File: src/rtl/uart_rx_buffer_if.sv
// uart_rx_buffer_if: bundle between the UART receiver / CPU I/O logic and
// the receive byte buffer. slave = buffer side, master = driver side.
//   rx_data/rx_end    : byte and completion flag from the receiver
//   rd_en/rd_data     : FWFT pop request and head byte
//   empty/full/count  : occupancy status
//   overrun/_clr      : sticky dropped-byte flag and its clear
//   int_en/req/ack    : level interrupt enable, request, acknowledge
interface uart_rx_buffer_if #(
    parameter int AW = 4
);
    logic [7:0]  rx_data;
    logic        rx_end;
    logic        rd_en;
    logic [7:0]  rd_data;
    logic        empty;
    logic        full;
    logic [AW:0] count;
    logic        overrun;
    logic        overrun_clr;
    logic        int_en;
    logic        int_req;
    logic        int_ack;

    modport slave (
        input  rx_data, rx_end, rd_en,
        input  overrun_clr, int_en, int_ack,
        output rd_data, empty, full, count,
        output overrun, int_req
    );

    modport master (
        output rx_data, rx_end, rd_en,
        output overrun_clr, int_en, int_ack,
        input  rd_data, empty, full, count,
        input  overrun, int_req
    );
endinterface

File: src/rtl/uart_rx_buffer.sv
// uart_rx_buffer: circular FWFT byte FIFO capturing each rising edge of the
// receiver's end flag, with occupancy, sticky overrun and level interrupt.
//   clk, reset : system clock, synchronous active-high reset
//   bus        : uart_rx_buffer_if.slave (see interface file)
module uart_rx_buffer #(
    parameter int DEPTH = 16,
    parameter int AW    = 4
) (
    input  logic            clk,
    input  logic            reset,
    uart_rx_buffer_if.slave bus
);
    localparam logic [AW:0] FULL_CNT = (AW+1)'(DEPTH);

    logic [7:0]    mem_q [DEPTH];
    logic [AW-1:0] wp_q, wp_d;
    logic [AW-1:0] rp_q, rp_d;
    logic [AW:0]   cnt_q, cnt_d;
    logic          rx_end_dly_q, rx_end_dly_d;
    logic          overrun_q, overrun_d;
    logic          int_req_q, int_req_d;

    logic empty, full;
    logic push, pop_ok, push_ok;

    always_comb begin
        empty        = (cnt_q == '0);
        full         = (cnt_q == FULL_CNT);
        push         = bus.rx_end & ~rx_end_dly_q;
        pop_ok       = bus.rd_en & ~empty;
        // A pop in the same cycle frees the slot a full FIFO needs.
        push_ok      = push & (~full | pop_ok);
        rx_end_dly_d = bus.rx_end;
        wp_d         = wp_q;
        rp_d         = rp_q;
        cnt_d        = cnt_q;
        overrun_d    = overrun_q;
        int_req_d    = int_req_q;

        if (push_ok) wp_d = wp_q + 1'b1;
        if (pop_ok)  rp_d = rp_q + 1'b1;

        case ({push_ok, pop_ok})
            2'b10:   cnt_d = cnt_q + 1'b1;
            2'b01:   cnt_d = cnt_q - 1'b1;
            default: cnt_d = cnt_q;
        endcase

        // Set has priority over clear for both sticky flags.
        if (push & ~push_ok)      overrun_d = 1'b1;
        else if (bus.overrun_clr) overrun_d = 1'b0;

        if (push_ok & bus.int_en) int_req_d = 1'b1;
        else if (bus.int_ack)     int_req_d = 1'b0;
    end

    always_ff @(posedge clk) begin
        if (reset) begin
            wp_q         <= '0;
            rp_q         <= '0;
            cnt_q        <= '0;
            rx_end_dly_q <= 1'b0;
            overrun_q    <= 1'b0;
            int_req_q    <= 1'b0;
        end else begin
            wp_q         <= wp_d;
            rp_q         <= rp_d;
            cnt_q        <= cnt_d;
            rx_end_dly_q <= rx_end_dly_d;
            overrun_q    <= overrun_d;
            int_req_q    <= int_req_d;
        end
    end

    // Storage is not reset; pointers and count define what is valid.
    always_ff @(posedge clk) begin
        if (push_ok && !reset) mem_q[wp_q] <= bus.rx_data;
    end

    assign bus.rd_data = empty ? 8'h00 : mem_q[rp_q];
    assign bus.empty   = empty;
    assign bus.full    = full;
    assign bus.count   = cnt_q;
    assign bus.overrun = overrun_q;
    assign bus.int_req = int_req_q;
endmodule

File: src/flat_wrapper.sv
// flat-port wrapper written by rule: the top's interface ports become plain ports
module uart_rx_buffer_flat 
#(
    parameter int DEPTH = 16,
    parameter int AW    = 4
)
  (clk, reset, bus_rx_data, bus_rx_end, bus_rd_en, bus_overrun_clr, bus_int_en, bus_int_ack, bus_rd_data, bus_empty, bus_full, bus_count, bus_overrun, bus_int_req);
  uart_rx_buffer_if #(.AW(AW)) bus_i ();
  input  logic clk;
  input  logic reset;
  input wire logic [$bits(bus_i.rx_data)-1:0] bus_rx_data;
  input wire logic [$bits(bus_i.rx_end)-1:0] bus_rx_end;
  input wire logic [$bits(bus_i.rd_en)-1:0] bus_rd_en;
  input wire logic [$bits(bus_i.overrun_clr)-1:0] bus_overrun_clr;
  input wire logic [$bits(bus_i.int_en)-1:0] bus_int_en;
  input wire logic [$bits(bus_i.int_ack)-1:0] bus_int_ack;
  output wire logic [$bits(bus_i.rd_data)-1:0] bus_rd_data;
  output wire logic [$bits(bus_i.empty)-1:0] bus_empty;
  output wire logic [$bits(bus_i.full)-1:0] bus_full;
  output wire logic [$bits(bus_i.count)-1:0] bus_count;
  output wire logic [$bits(bus_i.overrun)-1:0] bus_overrun;
  output wire logic [$bits(bus_i.int_req)-1:0] bus_int_req;
  assign bus_i.rx_data = bus_rx_data;
  assign bus_i.rx_end = bus_rx_end;
  assign bus_i.rd_en = bus_rd_en;
  assign bus_i.overrun_clr = bus_overrun_clr;
  assign bus_i.int_en = bus_int_en;
  assign bus_i.int_ack = bus_int_ack;
  assign bus_rd_data = bus_i.rd_data;
  assign bus_empty = bus_i.empty;
  assign bus_full = bus_i.full;
  assign bus_count = bus_i.count;
  assign bus_overrun = bus_i.overrun;
  assign bus_int_req = bus_i.int_req;
  uart_rx_buffer #(.DEPTH(DEPTH), .AW(AW)) u_core (.clk(clk), .reset(reset), .bus(bus_i));
endmodule
File: config.mk
export PLATFORM = sky130hd
export DESIGN_NAME = uart_rx_buffer_flat
export DESIGN_NICKNAME = d
export VERILOG_FILES = /design/src/rtl/uart_rx_buffer_if.sv /design/src/rtl/uart_rx_buffer.sv /design/src/flat_wrapper.sv
export SDC_FILE = /design/constraint.sdc
export NUM_CORES = 1
export LEC_CHECK = 0
export ABC_AREA = 0
export CAP_MARGIN = 20
export CORE_MARGIN = 8
export CORE_UTILIZATION = 55
export CTS_BUF_LIST = sky130_fd_sc_hd__clkbuf_4
export CTS_CLUSTER_DIAMETER = 60
export DETAILED_ROUTE_END_ITERATION = 8
export GPL_ROUTABILITY_DRIVEN = 1
export GPL_TIMING_DRIVEN = 1
export HOLD_SLACK_MARGIN = 0.02
export PLACE_DENSITY_LB_ADDON = 0.08
export REMOVE_ABC_BUFFERS = 1
export SLEW_MARGIN = 40
export SYNTH_ARGS = -nofsm -noshare
export SYNTH_HDL_FRONTEND = slang
export SYNTH_SLANG_ARGS = --single-unit
File: constraint.sdc
create_clock -name clk -period 7.4 [get_ports clk]
set_clock_uncertainty 0.1 [all_clocks]
set_input_delay 1.48 -clock clk [delete_from_list [all_inputs] [get_ports clk]]
set_output_delay 1.48 -clock clk [all_outputs]
set_load 0.005 [all_outputs]
Yosys cells after proc, flatten, opt, wreduce, memory -nomap -nowiden
Memories as Yosys holds them, arrays and structs flattened. A register that Yosys moved wholly into a read port is not among the register bits.
Index checks and enable logic that the tools add are counted.
Operators by class
  $add $sub $neg: 4
  equality and inequality tests: 3
  multiplexer cells: 10
  bitwise logic cells: 10
  reductions and logical operators: 6
Operator list (number)
  5-bit one-hot mux with 2 select lines: 1
  4-bit by 1-bit adder with 4-bit output, second input constant: 2
  4-bit 2-to-1 mux: 2
  8-bit 2-to-1 mux: 1
  1-bit 2-to-1 mux: 6
  2-bit nonzero test: 3
  5-bit by 1-bit adder with 5-bit output, second input constant: 1
  1-bit bitwise AND: 5
  5-bit equality test, second input constant: 1
  5-bit logical NOT: 1
  5-bit by 1-bit subtractor with 5-bit output, second input constant: 1
  1-bit NOT: 4
  2-bit by 1-bit equality test with 1-bit output, second input constant: 1
  2-bit equality test, second input constant: 1
  1-bit logical AND: 1
  1-bit logical NOT: 1
  1-bit bitwise OR: 1
Storage, ports and cells
  output and inout port bits: 17
  register bits: 16
  bits in writable memories: 128
  memories: 1
  logic and storage cells: 40
Memories
  u_core.mem_q: words 16, bits a word 8, rd ports 1, clocked after memory_dff 1, write ports 1, line uart_rx_buffer.sv:15  | logic [7:0] mem_q [DEPTH];

Logic depth before layout (Yosys ltp)
  word-level depth: 8
  gate-level depth with buffers: 9

Least setup slack after synthesis
No wires, ideal clock.
  path type: input to register
  start point: in bus_rd_en
  end point: mem u_core.mem_q[0][0], enable pin
  path slack: 3.865 ns
  buffers on the path: 1
  stages on the path: 5
  library setup time: 0.383 ns
  arrival time: 3.051 ns
  cell sequence: clkbuf_1 nor2b_1 a211oi_1 nand2_1 nor3_1
On the way
  longest elaborated chain between the ends: 6
Ends and longest elaborated chain
  from (decl): line flat_wrapper.sv:13  | input wire logic [$bits(bus_i.rd_en)-1:0] bus_rd_en;
  1-bit bitwise AND: line uart_rx_buffer.sv:30  | pop_ok = bus.rd_en & ~empty;
  1-bit bitwise OR: line uart_rx_buffer.sv:32  | push_ok = push & (~full | pop_ok);
  1-bit bitwise AND: line uart_rx_buffer.sv:32
  1-bit logical AND: line uart_rx_buffer.sv:77  | if (push_ok && !reset) mem_q[wp_q] <= bus.rx_data;
  1-bit 2-to-1 mux: line uart_rx_buffer.sv:77
  1-bit 2-to-1 mux (implied by the code): line uart_rx_buffer.sv:77
  to (decl): line uart_rx_buffer.sv:15
No other way between the ends.

==> flow_summary.toml <==
[drt]
drtPass1Iterations = 4
drtIter0Drc = 195
wl_per_cell_um = 21.2
ant_nets = 0
drt-total-wl_um = 11200
drc = 0
dr_total_vias = 3114
viasPerCell = 5.90

[pwr]
p_per_area_mw_per_mm2 = 294
vdd_drop_max_uv = 236
fin_total_pwr_mw = 2.00
p_leak_nw = 2.13

[worst_setup_path]
r2r_slack_ps = 4380
worstSetupStartpointType = "flop"
reg2reg_depth = 8
cp.arrival_ps = 2970
cp.required_ps = 5820
crit_path_end_kind = "output pin"
crit_fanout = 32
path_class = "reg -> out"
worstReg2RegStart = "u_core.bus.count[0]"
rr_endpoint = "u_core.bus.count[4]"

[clocking]
clockBufferDepth = 2
cts_htree_levels = 4
cts_setup_buffers = 0
clockRootBuffer = "clkbuf_4"
ctsHoldBuffers = 0
cts_buffers = 17
clk_pin_slew_ps = 110
cts.sinks = 148
cts_tree = "built"
clk_latency_ps = 530
ctsResizeCount = 0

[yosys]
ys_types = 42
synth-simple-area-share_pct = 6.52
synth-compound-area-share_pct = 4.64
syn_inst = 344
avgSynthCellArea_sq_um = 17.6
yosysWarnings = 0
synth_seq_area_share_pct = 70.0
synth_mux_area_share_pct = 13.9
syn-cell-area_sq_mm = 0.00607
synth_adder_area_share_pct = 1.98
synth-xor-area-share_pct = 1.01
ys_ff_latch = 148
synth_top_family_by_area = "multiplexers"

[final_layout]
finalNetCount = 399
insertedDiodeCount = 0
regArea_sq_mm = 0.00425
area_growth_pct = 12.3
design_area_sq_mm = 0.00681
layout_commonest_cell = "edfxtp_1"
layout_common_cells = "edfxtp_1, mux4_2, clkdlybuf4s50_1"
layout-drive-gt1-share_pct = 21.6
multi_input_area_sq_mm = 0.00175
n_fill_cell = 756

[sta]
hold_ws_ps = 410
finalCritPeriodShare_pct = 61.4
setup_viol = 0
finalSetupTns_ps = 0
period_needed_ps = 4550
slew_violations = 0
relSlewSlack_pct = 45.2
tightest_slew_ps = 819
timing.final.hold_violations = 0
max_clock_freq_ghz = 0.220
rsz0062_at_grt = "false"

[status]
outcome = "finished, final reports clean"

[worst_hold_path]
hold_depth = 2
min_to = "u_core.bus.overrun"
hold_path_class = "reg -> reg"
hold_start = "u_core.bus.overrun"

[die]
core_area_sq_mm = 0.0108
dieArea_sq_mm = 0.0146
initial_utilization_pct = 56.2
row_count = 38
die_h_um = 121
num_io_pins = 32
die_x_um = 121

[grt]
grt_max_degree = 33
overflow = 0
grt_pass1_vias = 3305
grt_pass1_wl_um = 17600
antenna_found_initial = 0
gr-usage-all-layers_pct = 16.2

[placement]
dpl.hpwl_um = 7130
placed_area_sq_mm = 0.00652
gp_congestion = 0.776
io_buffer_count = 31

[flow_run]
maxCapViolCount = 0
==> per-stage QoR <==
stage	utilization [%]	setup slack, ps	instances
after global placement	59.9	2830	496
after global routing	63.1	2670	528
after floorplan	-	3560	323
after CTS	63.2	2790	528
after detailed placement	60.4	3030	496
final	63.1	2850	528
==> cells in the mapped netlist (all sizes together) <==
library cell / number / area, sq um
nor2b: 15 / 93.8
or2: 1 / 6.26
nor3: 6 / 30.0
a32oi: 1 / 8.76
nor2: 26 / 100
o41ai: 1 / 8.76
fa: 1 / 20.0
clkbuf: 9 / 33.8
xnor2: 2 / 17.5
o21ai: 2 / 10.0
edfxtp: 128 / 3840
mux2i: 11 / 110
and2: 3 / 21.3
buf: 12 / 65.1
a2111o: 1 / 11.3
nor3b: 2 / 15.0
mux2: 1 / 15.0
nor4: 1 / 21.3
a21oi: 5 / 25.0
nand4b: 2 / 17.5
inv: 5 / 18.8
o211ai: 5 / 51.3
and3: 1 / 6.26
nand3: 2 / 10.0
or4: 1 / 7.51
xor2: 5 / 43.8
dfxtp: 20 / 400
ha: 8 / 100
nand2: 7 / 26.3
a21o: 1 / 7.51
mux4: 32 / 721
nor4b: 1 / 8.76
a211oi: 20 / 150
a2111oi: 1 / 8.76
nand2b: 5 / 31.3
==> layout make-up <==
class / instances / area share, %
flip-flops and latches: 148 / 62.3
multi-input cells: 170 / 25.7
repair buffers: 33 / 4.70
well taps: 140 / 2.57
clock inverters: 14 / 2.46
clock buffers: 18 / 1.98
inverters: 5 / 0.275
==> logic make-up (layout without fill, tap and decap cells) <==
| group | count (synthesis) | count (layout) |
|---|---|---|
| mux | 44 | 44 |
| fa+ha+maj | 9 | 9 |
| xor+xnor | 7 | 7 |
| buf+inv | 26 | 70 |
| simple gates | 73 | 73 |
| compound gates | 37 | 37 |
| flops | 148 | 148 |
==> report_power, final <==
part / total (mW) / switching (mW) / internal (mW) / leakage (nW)
Sequential: 0.995 / 0.0622 / 0.933 / 1.32
Combinational: 0.478 / 0.221 / 0.257 / 0.652
Clock: 0.529 / 0.264 / 0.264 / 0.165
==> metal layers <==
layer / global-route usage [%] / wire, um
met2: 26.2 / 5520
met1: 20.2 / 4850
met4: 6.79 / 195
met3: 4.56 / 637
met5: 0 / 0
==> worst max path at each step <==
stage                from             endpoint  slack (ps)  depth (start not counted)
global route         flop       bus_rd_data[3]        2670                          5
floorplan            flop       bus_rd_data[0]        3560                          4
global placement    reset   u_core.mem_q[3][7]        2830                          4
finish               flop       bus_rd_data[4]        2850                          5
CTS                  flop       bus_rd_data[3]        2790                          5
detailed placement  reset  u_core.mem_q[12][6]        3030                          4
==> sequential cells by signal, summed over array words and instances (netlist names), named ones only <==
name / cells
u_core.mem_q: 128
u_core.bus.count: 5
u_core.wp_q: 4
u_core.bus.overrun: 1
u_core.bus.int_req: 1
u_core.rx_end_dly_q: 1
u_core.rp_q: 4
==> worst max-delay path, stage by stage (launching register included) <==
cell and delay (ps):
dfxtp_4 740, mux4_2 570, nor2b_1 150, a211oi_1 320, a211oi_1 150, clkdlybuf4s50_1 510
Note: power is estimated with default switching activity, not from simulation.
